## src/rtl/sample_framer.sv

```systemverilog
// Decimating block-average framer feeding the DTW sample FIFO in whole frames.
// Optional DC removal on the output path is built when SAMPLE_FRAMER_DC_REMOVE_EN is defined.
module sample_framer #(
  parameter int WORD       = 16,
  parameter int LOG2_DECIM = 2,
  parameter int FRAME_LEN  = 64,
  parameter int CNT_W      = 16
) (
  input  logic              clk,
  input  logic              rst_geral,
  input  logic              enable,
  input  logic [WORD-1:0]   adc_data,
  input  logic              adc_valid,
  input  logic              fifo_full,
  input  logic              fifo_empty,
  output logic [WORD-1:0]   data,
  output logic              wrreq,
  output logic              frame_done,
  output logic              busy,
  output logic              overflow,
  output logic [CNT_W-1:0]  dropped
);

  localparam int N   = 1 << LOG2_DECIM;
  localparam int SW  = (LOG2_DECIM > 0) ? LOG2_DECIM : 1;
  localparam int AW  = WORD + LOG2_DECIM + 1;
  localparam int FW  = 7;
  localparam int RND = N >> 1;
  localparam logic signed [AW-1:0] RND_C = AW'(RND);

  typedef enum logic [1:0] {IDLE, ACC, PUSH, WAIT_DRAIN} state_t;

  state_t                  state_reg;
  logic signed [AW-1:0]    acc_reg;
  logic [SW-1:0]           sub_reg;
  logic [FW-1:0]           frame_reg;
  logic [WORD-1:0]         data_reg;
  logic                    wrreq_reg;
  logic                    frame_done_reg;
  logic                    busy_reg;
  logic                    overflow_reg;
  logic [CNT_W-1:0]        dropped_reg;

  logic signed [AW-1:0]    sample_ext;
  logic signed [AW-1:0]    sum_c;
  logic signed [WORD-1:0]  avg_c;
  logic [WORD-1:0]         data_c;
  logic                    last_sub;
  logic                    frame_last;

  assign sample_ext = {{(AW-WORD){adc_data[WORD-1]}}, adc_data};
  assign sum_c      = acc_reg + sample_ext + RND_C;
  assign avg_c      = WORD'(sum_c >>> LOG2_DECIM);
  assign last_sub   = (sub_reg == SW'(N-1));
  assign frame_last = (frame_reg == FW'(FRAME_LEN-1));

`ifdef SAMPLE_FRAMER_DC_REMOVE_EN
  localparam int DW = WORD + 8;
  localparam logic [WORD-1:0] SAT_MAX = {1'b0, {(WORD-1){1'b1}}};
  localparam logic [WORD-1:0] SAT_MIN = {1'b1, {(WORD-1){1'b0}}};

  // dc carries 8 fractional bits; the output uses the estimate from before this push
  logic signed [DW-1:0]    dc_reg;
  logic signed [DW+1:0]    dc_err_c;
  logic signed [DW+1:0]    dc_step_c;
  logic signed [WORD:0]    dc_diff_c;

  assign dc_err_c  = {{2{avg_c[WORD-1]}}, avg_c, 8'd0} - {{2{dc_reg[DW-1]}}, dc_reg};
  assign dc_step_c = dc_err_c >>> 6;
  assign dc_diff_c = {avg_c[WORD-1], avg_c} - {dc_reg[DW-1], dc_reg[DW-1:8]};

  always_comb begin
    data_c = dc_diff_c[WORD-1:0];
    if (dc_diff_c[WORD] != dc_diff_c[WORD-1])
      data_c = dc_diff_c[WORD] ? SAT_MIN : SAT_MAX;
  end

  always_ff @(posedge clk or negedge rst_geral) begin
    if (!rst_geral)
      dc_reg <= '0;
    else if ((state_reg == ACC || (state_reg == PUSH && !frame_done_reg)) &&
             enable && adc_valid && last_sub)
      dc_reg <= dc_reg + DW'(dc_step_c);
  end
`else
  assign data_c = avg_c;
`endif

  always_ff @(posedge clk or negedge rst_geral) begin
    if (!rst_geral) begin
      state_reg      <= IDLE;
      acc_reg        <= '0;
      sub_reg        <= '0;
      frame_reg      <= '0;
      data_reg       <= '0;
      wrreq_reg      <= 1'b0;
      frame_done_reg <= 1'b0;
      busy_reg       <= 1'b0;
      overflow_reg   <= 1'b0;
      dropped_reg    <= '0;
    end else begin
      wrreq_reg      <= 1'b0;
      frame_done_reg <= 1'b0;
      case (state_reg)
        IDLE: begin
          busy_reg <= enable;
          if (enable) begin
            state_reg <= ACC;
            acc_reg   <= '0;
            sub_reg   <= '0;
            frame_reg <= '0;
          end
        end
        ACC, PUSH: begin
          busy_reg <= enable;
          if (!enable) begin
            // abort drops the partial block and frame; a registered write already went out
            state_reg <= IDLE;
            acc_reg   <= '0;
            sub_reg   <= '0;
            frame_reg <= '0;
          end else if (state_reg == PUSH && frame_done_reg) begin
            state_reg <= WAIT_DRAIN;
            acc_reg   <= '0;
            sub_reg   <= '0;
          end else if (adc_valid) begin
            if (last_sub) begin
              state_reg      <= PUSH;
              acc_reg        <= '0;
              sub_reg        <= '0;
              frame_done_reg <= frame_last;
              frame_reg      <= frame_last ? '0 : frame_reg + 7'd1;
              if (!fifo_full) begin
                wrreq_reg <= 1'b1;
                data_reg  <= data_c;
              end else begin
                overflow_reg <= 1'b1;
                if (!(&dropped_reg))
                  dropped_reg <= dropped_reg + CNT_W'(1);
              end
            end else begin
              state_reg <= ACC;
              acc_reg   <= acc_reg + sample_ext;
              sub_reg   <= sub_reg + SW'(1);
            end
          end else begin
            state_reg <= ACC;
          end
        end
        WAIT_DRAIN: begin
          acc_reg  <= '0;
          sub_reg  <= '0;
          busy_reg <= !(fifo_empty && !enable);
          if (fifo_empty)
            state_reg <= enable ? ACC : IDLE;
        end
        default: begin
          state_reg <= IDLE;
          busy_reg  <= 1'b0;
        end
      endcase
    end
  end

  assign data       = data_reg;
  assign wrreq      = wrreq_reg;
  assign frame_done = frame_done_reg;
  assign busy       = busy_reg;
  assign overflow   = overflow_reg;
  assign dropped    = dropped_reg;

endmodule
```

## config.mk

```make
export PLATFORM = sky130hd
export DESIGN_NAME = sample_framer
export DESIGN_NICKNAME = d
export VERILOG_FILES = /design/src/rtl/sample_framer.sv
export SDC_FILE = /design/constraint.sdc
export NUM_CORES = 1
export LEC_CHECK = 0
export CAP_MARGIN = 30
export CORE_MARGIN = 2
export CORE_UTILIZATION = 55
export CTS_CLUSTER_DIAMETER = 30
export DETAILED_ROUTE_END_ITERATION = 12
export GPL_ROUTABILITY_DRIVEN = 0
export PLACE_DENSITY = 0.81
export SETUP_SLACK_MARGIN = 0.3
export SYNTH_ARGS = -nofsm -noshare
export SYNTH_HDL_FRONTEND = slang
export SYNTH_SLANG_ARGS = --single-unit
```

## constraint.sdc

```tcl
create_clock -name clk -period 7 [get_ports clk]
set_input_delay 0.7 -clock clk [delete_from_list [all_inputs] [get_ports clk]]
set_output_delay 0.7 -clock clk [all_outputs]
set_load 0.02 [all_outputs]
```

==> results.txt <==
The flow ran to the end, and the final reports show no timing, DRC or antenna violations. Clock tree synthesis inserted a total of 9 buffers. The total routed wirelength is 8.47 mm, and the number of antenna violations at the first check in global routing is 0. The count of buffering cells on the critical path with inverters included is 1, and the count of hold-fix buffers inserted at cts is 0. The run gives 2.10 nW as the reported leakage power. The run gives 0 as the post-cts resize count. The number of nets handed over by synthesis was 450. The post-route minimum period was 3.65 ns; the maximum buffer depth of the clock tree was 2.

In the routed layout, each cell is associated on average with a via count of 5.71. The tools report the category of the worst setup path capture point as a register. For this run, design rule violations remaining after detail routing come to 0.

The tree is rooted in a clkbuf_8. The sequential fraction of the synthesis area came out at 0.419. Buffers placed on the I/O ports in this run total 57. The global-route total usage across every layer is 0.239, and the number of DRC markers in iteration 0 is 180. For the pin count of the biggest net entering global routing, the log shows 66. The remaining global-route overflow was 0. Count of final hold-check violations: 0. For the pin with the worst max-slew slack, the measured transition is 0.901 ns. TritonCTS built the clock tree.

Once detailed placement completed, the half-perimeter wirelength came to 6.26 mm. Clock-pin slew was measured on the worst setup and hold paths at 0.08 ns. The number of global-route vias before repair is 3142, and the die height is 88.0 um. Of all nets on the critical path, the largest fanout is 5.

Number of setup violations in the final report: 0. The register with the most flip-flops in the layout has 18 of them. For this design, the slowest cell found on the critical path is fa_1.

Final critical-path share of the clock period: 0.521. The average instance area after synthesis came out at 9.65 um2. dfrtp_1 is the most common cell in the netlist. The post-synthesis register bit count is 65. Max-cap violations in this run came to 0. Pin placement for this block handled 58 I/O pins. The logs give 510 for the final net count and 14.5 mm for the wire length of the first global-routing pass. The die boundary width was 88.0 um; the number of different library cells in the post-synthesis netlist was 60. The signal on the critical path passes through clkdlybuf4s50_1, ha_1, fa_1, a211oi_4, o31ai_2, a311oi_1, o21ai_0, a2111oi_4, nand3_2, o311a_1, a221o_1. The first detailed-routing pass took 5 iterations. The tools report the post-route setup TNS as 0 ns. After detailed routing, the average wire length per cell comes to 15.1 um. Family with the most delay on the worst path: compound AO/OA/AOI/OAI gates.

Counting the fill cells in the layout gives 532. The number of flops mapped to enable cells by yosys works out to 0. Setup repair after global routing left no endpoint under its margin. For this run, the number of Yosys warnings is 0. The routed layout has 3217 vias. Relative to the synthesized area, the layout overhead comes to 21.4%. The number of antenna diodes in the final layout is 0. By area the synthesized netlist is led by dfrtp_1, ha_1, xnor2_1, nand2_1, o21ai_0. The tools report the post-CTS repair timing setup buffer count as 0. The min-delay analysis places its worst path in the category reg -> reg. Floorplan row count: 30. The worst setup path is launched from an input port. The tree built by TritonCTS fans out to 65 sinks. The cell area that synthesis handed to floorplanning was 3880 um2. The total area inside the core boundary comes to 6790 um2. The library cell with the largest summed area after synthesis is dfrtp_1.

The number of max-slew violations in the final report was 0; the standard cell area after detailed placement was 4540 um2. Across the VDD grid, the largest voltage drop is 142 uV. Counting instances in the post-synthesis netlist gives the leading cell types as dfrtp_1, nand2_1, o21ai_0. The run gives 0.400 as the worst slew slack as a fraction of its limit.

The fraction of layout cells with a size suffix above 1 was 0.0707; the number of nets still failing antenna checks after routing was 0. The class of the most critical setup path was in -> reg. The run gives 3 as the level count of the clock H-tree. For the worst setup path, the data required time is 7.24 ns.

The final non-filler cell area came out at 4710 um2. The most used flip-flop cell after synthesis is dfrtp_1. The initial cell density of the core is 0.571.

The multi-input combinational cells in the finished layout cover a total of 2160 um2. Derived from the worst setup path, the maximum achievable clock frequency is 0.274 GHz. The worst path arrival time was 3.89 ns.

The die covers 7740 um2. On the worst path, the slowest cell contributes a delay of 0.45 ns. The fraction of synthesis flops using an asynchronous set or reset pin is 1.00, and the clock tree skew after final layout is 0.00881 ns. After technology mapping, the gate count stands at 402. For the worst-skew pair, the clock arrives at the later sink with an insertion delay of 0.36 ns. The areal power density over the cells works out to 273 nW/um2. The area share of the largest cell type after synthesis is 0.419, and the register area is 1630 um2.
[report_power, final]
group / switching (mW) / internal [mW]
clock network: 0.160 / 0.131
logic: 0.329 / 0.217
registers: 0.0297 / 0.420
total: 0.518 / 0.767
[worst register-to-register path, delay by kind of cell, from the launching register on]
family / cells / cell delay (ns)
simple gates: 1 / 0.14
flops: 1 / 0.39
fa+ha+maj: 2 / 0.66
compound gates: 7 / 1.96
[per-stage QoR]
step	std cells	worst slack (ns)	utilization	power, mW	hold slack [ns]
floorplan	402	3.59	-	0.857	0.404
global placement	547	3.05	0.668	0.981	0.433
detailed placement	547	2.98	0.668	0.994	0.452
CTS	563	3.36	0.694	1.29	0.465
global route	563	3.17	0.694	1.37	0.484
finish	563	3.35	0.694	1.29	0.465
[layout by cell type (no fill, tap or decap), drive strengths merged, types with 2 or more instances in the layout]
master / count
nor2: 16
o31a: 2
nor3b: 2
a22o: 15
o21a: 6
o221ai: 2
o31ai: 6
or3: 4
xor2: 16
mux2: 2
nand3: 20
ha: 25
o21bai: 4
and4: 3
clkinvlp: 2
clkbuf: 9
buf: 4
xnor2: 26
nor3: 5
o211ai: 4
dfrtp: 65
nor2b: 4
o21ai: 36
clkinv: 2
o22ai: 2
a211oi: 3
a21o: 3
inv: 14
nand4: 6
a21oi: 17
and2: 3
clkdlybuf4s50: 56
nand2b: 2
and3: 7
nand2: 57
[cell families (layout without fill, tap and decap cells)]
group / after synthesis / count (layout) / share of synthesized area
and+or+nand+nor: 133 / 133 / 0.168
adders and majority gates: 26 / 26 / 0.0858
xor gates and xnor gates: 42 / 42 / 0.0948
DFF: 65 / 65 / 0.419
muxes: 2 / 2 / 0.00580
AOI/OAI and AO/OA: 112 / 112 / 0.203
buffers and inverters: 22 / 87 / 0.0239
[final cells by class]
type                    count  area share
clock inverters             7      0.0109
well taps                  96      0.0255
inverters                  11     0.00876
flip-flops and latches     65       0.345
clock buffers               9      0.0263
multi-input cells         315       0.459
repair buffers             60       0.125
[path summary, 6_finish.rpt]
kind                       slack (ns)        start     endpoint  cells past startpoint
max in group asynchronous        5.95    rst_geral  acc_reg[12]                      2
min reg2reg                      0.46     overflow     overflow                      1
max reg2reg                      3.73   acc_reg[0]     data[15]                     10
max                              3.35  adc_data[0]     data[15]                     11
min                              0.46     overflow     overflow                      1
min in group asynchronous        0.50    rst_geral      data[3]                      2
[metal layers]
metal / routed length (um) / track usage / vias up
met5: 0 / 0 / -
met4: 208 / 0.110 / 0
met3: 437 / 0.0358 / 23
met2: 3890 / 0.375 / 107
met1: 3940 / 0.327 / 1503
li1: - / - / 1584
Power figures use the tool's default switching activity.
